[src/rtl/pc_sequencer.sv]
// ---------------------------------------------------------------------------
// pc_sequencer
//   Fetch/execute controller for the small `computer` datapath. It owns the
//   4-bit program counter and runs each instruction as FETCH (wait for the
//   instruction memory) followed by a single EXEC cycle. During that EXEC
//   cycle the register loads are enabled and jumps or halt are resolved.
//   ALU zero/negative flags are latched for the conditional jumps.
//
// Ports
//   clk        in   system clock, rising edge
//   rst_n      in   synchronous active-low reset
//   run        in   level, execute continuously
//   step       in   execute one instruction when idle (sampled in IDLE only)
//   im[8:0]    in   instruction word at address pc
//   mem_ready  in   instruction memory holds valid data for pc
//   alu_out    in   ALU result for the instruction in EXEC
//   pc[3:0]    out  program counter / instruction-memory address
//   fetch_req  out  high while in FETCH
//   exec_en    out  high in EXEC for non-control instructions (gates LA/LB)
//   halted     out  high in HALT
//   z_flag     out  latched zero flag
//   n_flag     out  latched negative flag
//   icount     out  retired-instruction count, saturating at 255
// ---------------------------------------------------------------------------
module pc_sequencer #(
  parameter logic [4:0] OP_JMP = 5'b11100,
  parameter logic [4:0] OP_JEQ = 5'b11101,
  parameter logic [4:0] OP_JNE = 5'b11110,
  parameter logic [4:0] OP_HLT = 5'b11111
) (
  input  logic       clk,
  input  logic       rst_n,
  input  logic       run,
  input  logic       step,
  input  logic [8:0] im,
  input  logic       mem_ready,
  input  logic [7:0] alu_out,
  output logic [3:0] pc,
  output logic       fetch_req,
  output logic       exec_en,
  output logic       halted,
  output logic       z_flag,
  output logic       n_flag,
  output logic [7:0] icount
);

  localparam logic [1:0] S_IDLE  = 2'd0;
  localparam logic [1:0] S_FETCH = 2'd1;
  localparam logic [1:0] S_EXEC  = 2'd2;
  localparam logic [1:0] S_HALT  = 2'd3;

  logic [1:0] state;
  logic       single_shot;
  logic [4:0] opcode;
  logic [3:0] target;
  logic [3:0] pc_inc;
  logic       is_ctrl;

  assign opcode  = im[8:4];
  assign target  = im[3:0];
  assign pc_inc  = pc + 4'd1;   // 4-bit add wraps 15 -> 0
  assign is_ctrl = (opcode == OP_JMP) || (opcode == OP_JEQ) ||
                   (opcode == OP_JNE) || (opcode == OP_HLT);

  // Outputs are pure state decodes; run/step never reach them directly.
  assign fetch_req = (state == S_FETCH);
  assign exec_en   = (state == S_EXEC) && !is_ctrl;
  assign halted    = (state == S_HALT);

  always_ff @(posedge clk) begin
    if (!rst_n) begin
      state       <= S_IDLE;
      single_shot <= 1'b0;
      pc          <= 4'd0;
      z_flag      <= 1'b0;
      n_flag      <= 1'b0;
      icount      <= 8'd0;
    end else begin
      case (state)
        S_IDLE: begin
          // run wins over step, so single-shot is only set for a lone step
          if (run) begin
            state       <= S_FETCH;
            single_shot <= 1'b0;
          end else if (step) begin
            state       <= S_FETCH;
            single_shot <= 1'b1;
          end
        end

        S_FETCH: begin
          if (mem_ready) state <= S_EXEC;
        end

        S_EXEC: begin
          if (icount != 8'hFF) icount <= icount + 8'd1;

          // Jumps test the flags latched by earlier instructions and leave
          // them untouched; only ALU instructions refresh Z/N.
          if (opcode == OP_JMP) begin
            pc <= target;
          end else if (opcode == OP_JEQ) begin
            pc <= z_flag ? target : pc_inc;
          end else if (opcode == OP_JNE) begin
            pc <= !z_flag ? target : pc_inc;
          end else if (opcode != OP_HLT) begin
            pc     <= pc_inc;
            z_flag <= (alu_out == 8'h00);
            n_flag <= alu_out[7];
          end

          if (opcode == OP_HLT) begin
            state <= S_HALT;
          end else if (single_shot) begin
            state       <= S_IDLE;
            single_shot <= 1'b0;
          end else if (run) begin
            state <= S_FETCH;
          end else begin
            state <= S_IDLE;
          end
        end

        default: begin
          // HALT is absorbing; only reset leaves it
        end
      endcase
    end
  end

endmodule

[config.mk]
export PLATFORM = sky130hd
export DESIGN_NAME = pc_sequencer
export DESIGN_NICKNAME = d
export VERILOG_FILES = /design/src/rtl/pc_sequencer.sv
export SDC_FILE = /design/constraint.sdc
export NUM_CORES = 1
export LEC_CHECK = 0
export ABC_AREA = 1
export CORE_MARGIN = 3
export CORE_UTILIZATION = 45
export CTS_CLUSTER_SIZE = 40
export DETAILED_ROUTE_END_ITERATION = 12
export HOLD_SLACK_MARGIN = 0.1
export PLACE_DENSITY = 0.81
export SLEW_MARGIN = 30
export SYNTH_ARGS = -nofsm -noshare
export SYNTH_HDL_FRONTEND = slang
export SYNTH_SLANG_ARGS = --single-unit
[constraint.sdc]
create_clock -name clk -period 2.92 [get_ports clk]
set_input_delay 0.438 -clock clk [delete_from_list [all_inputs] [get_ports clk]]
set_output_delay 0.438 -clock clk [all_outputs]
set_load 0.05 [all_outputs]
Word-level counts from Yosys, hierarchy flattened --
Cells that the tools add are included.
Word-level totals: ROM bits 0, output and inout bits 17, register bits 17, memories 0, memory bits (writable) 0, bits of input ports 22, logic and storage cells 55, latch bits 0
Operators by class: shifts and indexed selects 0, $add $sub $neg 2, reduce and logical (&&, ||, !) cells 15, $mul 0, mux-type cells 17, div/mod/pow operators 0, eq/ne operators 12, order comparisons 0, bitwise operators 3
Operators with widths (count):
- 2-to-1 mux 4 bit | 6
- == test 5 bit (second input constant) | 4
- adder 8 x 1 -> 8 bit (second input constant) | 1
- logical NOT 8 bit | 1
- 2-to-1 mux 2 bit | 4
- inequality test 8 bit (second input constant) | 1
- one-hot mux 2 bit (3 select lines) | 1
- AND reduction 3 bit | 2
- 2-to-1 mux 1 bit | 5
- inequality test 5 bit (second input constant) | 1
- AND reduction 5 bit | 1
- adder 4 x 1 -> 4 bit (second input constant) | 1
- == test 2 bit (second input constant) | 2
- inequality test 2 bit (second input constant) | 2
- AND reduction 2 bit | 2
- nonzero test 4 bit | 1
- logical OR 1 bit | 3
- inequality test 3 bit (second input constant) | 1
- NOT 1 bit | 3
- nonzero test 3 bit | 1
- == test 2 x 1 -> 1 bit (second input constant) | 1
- logical NOT 2 bit | 1
- one-hot mux 1 bit (2 select lines) | 1
- nonzero test 2 bit | 1
- other kinds (2) | 2

Longest topological paths before layout --
word-level depth 6, depth in mapped cells 9, mapped depth without buffers 9

Worst setup path after synthesis --
OpenSTA, ideal clock, no wires.
kind register to output, start point reg state[0], end point out exec_en, arrival time 1.310 ns, buffers on the path 1, required time 2.482 ns, cell stages (with the launch flop) 6, slack 1.172 ns, cells stage by stage dfxtp_1 -> inv_1 -> ha_1 -> buf_4 -> nand2_1 -> nor2_2
Between the ends: cells in the longest elaborated chain, start to end 2
RTL lines:
- start, declared | RTL line 52 | logic [1:0] state;
- start signal, assigned | RTL line 72 | state <= S_IDLE;
- start signal, assigned | RTL line 83 | state <= S_FETCH;
- start signal, assigned | RTL line 86 | state <= S_FETCH;
- == test 2 bit | RTL line 67 | assign exec_en = (state == S_EXEC) && !is_ctrl;
- logical AND 1 bit | RTL line 67
- end, declared | RTL line 40 | output logic exec_en,
No other way between the ends.

Worst setup path after layout --
Same ends and word-level chain as after synthesis.

==> flow_metrics.env <==
export IMPL_status="complete, no violations"
export IMPL_grt_start_max_net_pins=10
export IMPL_insertedDiodeCount=0
export IMPL_path_class="flop to primary output"
export IMPL_fin_util=0.713
export IMPL_crit_fanout=9
export IMPL_wl_met3_um=212
export IMPL_crit_arrival_ns=1.85
export IMPL_worstPathRequired_ns=2.48
export IMPL_synthTopCellsByArea="dfxtp_1 (32%), nand2_1 (14%), ha_1 (8.3%), inv_1 (7.8%), a21oi_1 (6.2%)"
export IMPL_ys_seq_area_frac=0.323
export IMPL_rows=16
export IMPL_yosysTopAreaCell="dfxtp_1"
export IMPL_clock_latency_ns=0.30
export IMPL_rsz0062_at_grt="false"
export IMPL_cp_startpoint="state[0]$_SDFFE_PN0P_"
export IMPL_synth_seq_cells=17
export IMPL_synth_avg_cell_area_um2=6.72
export IMPL_skew_ns=0.00671
export IMPL_synth_top_area_share=0.323
export IMPL_grt_pass1_wl_um=4350
export IMPL_layout_common_cells="nand2_1 (39), clkdlybuf4s50_1 (37), inv_1 (22), dfxtp_1 (17), nor2_1 (14)"
export IMPL_hp_class="flop to flop"
export IMPL_cts_root_buf="clkbuf_4"
export IMPL_post_cts_repair_setup_buffers=0
export IMPL_die_h_um=54.4
export IMPL_cts_resized=0
export IMPL_hp_start="icount[6]$_SDFFE_PN0P_"
export IMPL_fin_nets=228
export IMPL_vdd_ir_drop_max_uv=410
export IMPL_crit_path_end_kind="primary output"
export IMPL_period_needed_ns=2.29
export IMPL_wire_per_inst_um=12.3
export IMPL_drt_met1_wl_um=1130
export IMPL_place_ws_ns=0.800
export IMPL_io_pins=39
export IMPL_cts_path_max_buffers=2
export IMPL_start_util=0.507
export IMPL_viasPerCell=5.25
export IMPL_synth_area_mm2=0.00105
export IMPL_relSlewSlack=0.656
export IMPL_drt_pass1_iterations=4
export IMPL_place_area_mm2=0.00146
export IMPL_grt_pass1_vias=1030
export IMPL_fin_area_mm2=0.00149
export IMPL_dr_first_iter_drc_count=53
export IMPL_num_vias=1182
export IMPL_overflow=0
export IMPL_hold_ws_ns=0.516
export IMPL_worstRegToRegCells=7
export IMPL_synthArstFlopShare=0
export IMPL_max_cap_viol_count=0
export IMPL_globalRouteTotalUtil=0.205
export IMPL_place_inst=221
export IMPL_drive_gt1_frac=0.0707
export IMPL_cts_hold_buf=0
export IMPL_powerDensity_mw_per_mm2=668
export IMPL_setup_viol=0
export IMPL_cts_tree="done"
export IMPL_netlist_instances=157
export IMPL_place_congestion=0.830
export IMPL_die_w_um=54.4
export IMPL_synthFlopType="dfxtp_1"
export IMPL_fin_crit_sh=0.784
export IMPL_synth_cell_types=28
export IMPL_tns_ns=0
export IMPL_synth_edf_count=0
export IMPL_io_buffers=38
export IMPL_postRouteAntennaNets=0
export IMPL_mostFrequentLayoutCell="nand2_1"
export IMPL_core_area_mm2=0.00208
export IMPL_dieArea_mm2=0.00296
export IMPL_dp_hpwl_um=2190
export IMPL_area_growth_pct=40.8
export IMPL_slew_viol_final=0
export IMPL_stdcell_count=225
export IMPL_numCtsBuffers=3
export IMPL_rr_startpoint="state[0]$_SDFFE_PN0P_"
export IMPL_synth_fp_nets=186
export IMPL_whs_path_depth=2
export IMPL_drc=0
export IMPL_h_tree_depth=1
export IMPL_clk_pin_slew_worst_paths_ns=0.10
export IMPL_antenna_found_initial=0
export IMPL_clock_sinks=17
export IMPL_fmax_mhz=437
export IMPL_hold_viol_final=0
export IMPL_nFillCells=177
export IMPL_startpoint_type="flop"
export IMPL_tightest_slew_ns=0.515
export IMPL_power_mw=0.991
export IMPL_setup_slack_ns=0.630
export IMPL_ys_warn_count=0
export IMPL_drt_wl_total_um=2770
export IMPL_wl_met2_um=1370
export IMPL_topRoutingLayerUsed="met4"
export IMPL_p_leak_nw=0.644
## critical path, stage by stage (launching register included)
cell and delay (ns):
dfxtp_1 0.37, inv_1 0.11, ha_1 0.40, nand2_1 0.24, nor2_2 0.20, buf_4 0.23
## cell usage after synthesis, types with 2 or more instances
| cell | number |
|---|---|
| nand4_1 | 4 |
| dfxtp_1 | 17 |
| nand2_1 | 39 |
| nor4_1 | 2 |
| nor2_2 | 2 |
| nand3_1 | 13 |
| nor2_1 | 14 |
| a21oi_1 | 13 |
| inv_1 | 22 |
| o21ai_0 | 7 |
| ha_1 | 7 |
## registers in the layout, summed over array words and instances (netlist names)
| signal | count |
|---|---|
| icount | 8 |
| pc | 4 |
| state | 2 |
| n_flag | 1 |
| single_shot | 1 |
| z_flag | 1 |
## power by group
part           switching, mW  internal (mW)
clock                 0.0796         0.0532
combinational          0.346          0.187
sequential            0.0497          0.276
total                  0.475          0.516
## cells by family (layout without fill, tap and decap cells)
family | after synthesis | count (layout) | share of synthesized area
adders and majority gates | 7 | 7 | 0.0830
AOI/OAI and AO/OA | 23 | 23 | 0.120
xor gates and xnor gates | 2 | 2 | 0.0166
DFF | 17 | 17 | 0.323
and+or+nand+nor | 82 | 82 | 0.359
buffers and inverters | 26 | 67 | 0.0985
## cell type report
| type | instances | area [um^2] | area share |
|---|---|---|---|
| clock buffer | 4 | 26.3 | 0.0177 |
| multi-input combinational | 114 | 611 | 0.411 |
| timing repair buffer | 38 | 378 | 0.254 |
| tap | 27 | 33.8 | 0.0227 |
| inverter | 25 | 96.3 | 0.0649 |
| sequential | 17 | 340 | 0.229 |
## layer usage
layer  vias up  GRT usage
li1        589          -
met1       529      0.222
met2        56      0.380
met3         8     0.0409
met4         0     0.0830
met5         -          0
## final timing paths
path / endpoint / slack, ns
max: exec_en / 0.63
min: icount[6]$_SDFFE_PN0P_ / 0.52
max reg2reg: z_flag$_SDFFE_PN0P_ / 1.26
min reg2reg: icount[6]$_SDFFE_PN0P_ / 0.52
(Power assumes the default switching activity.)
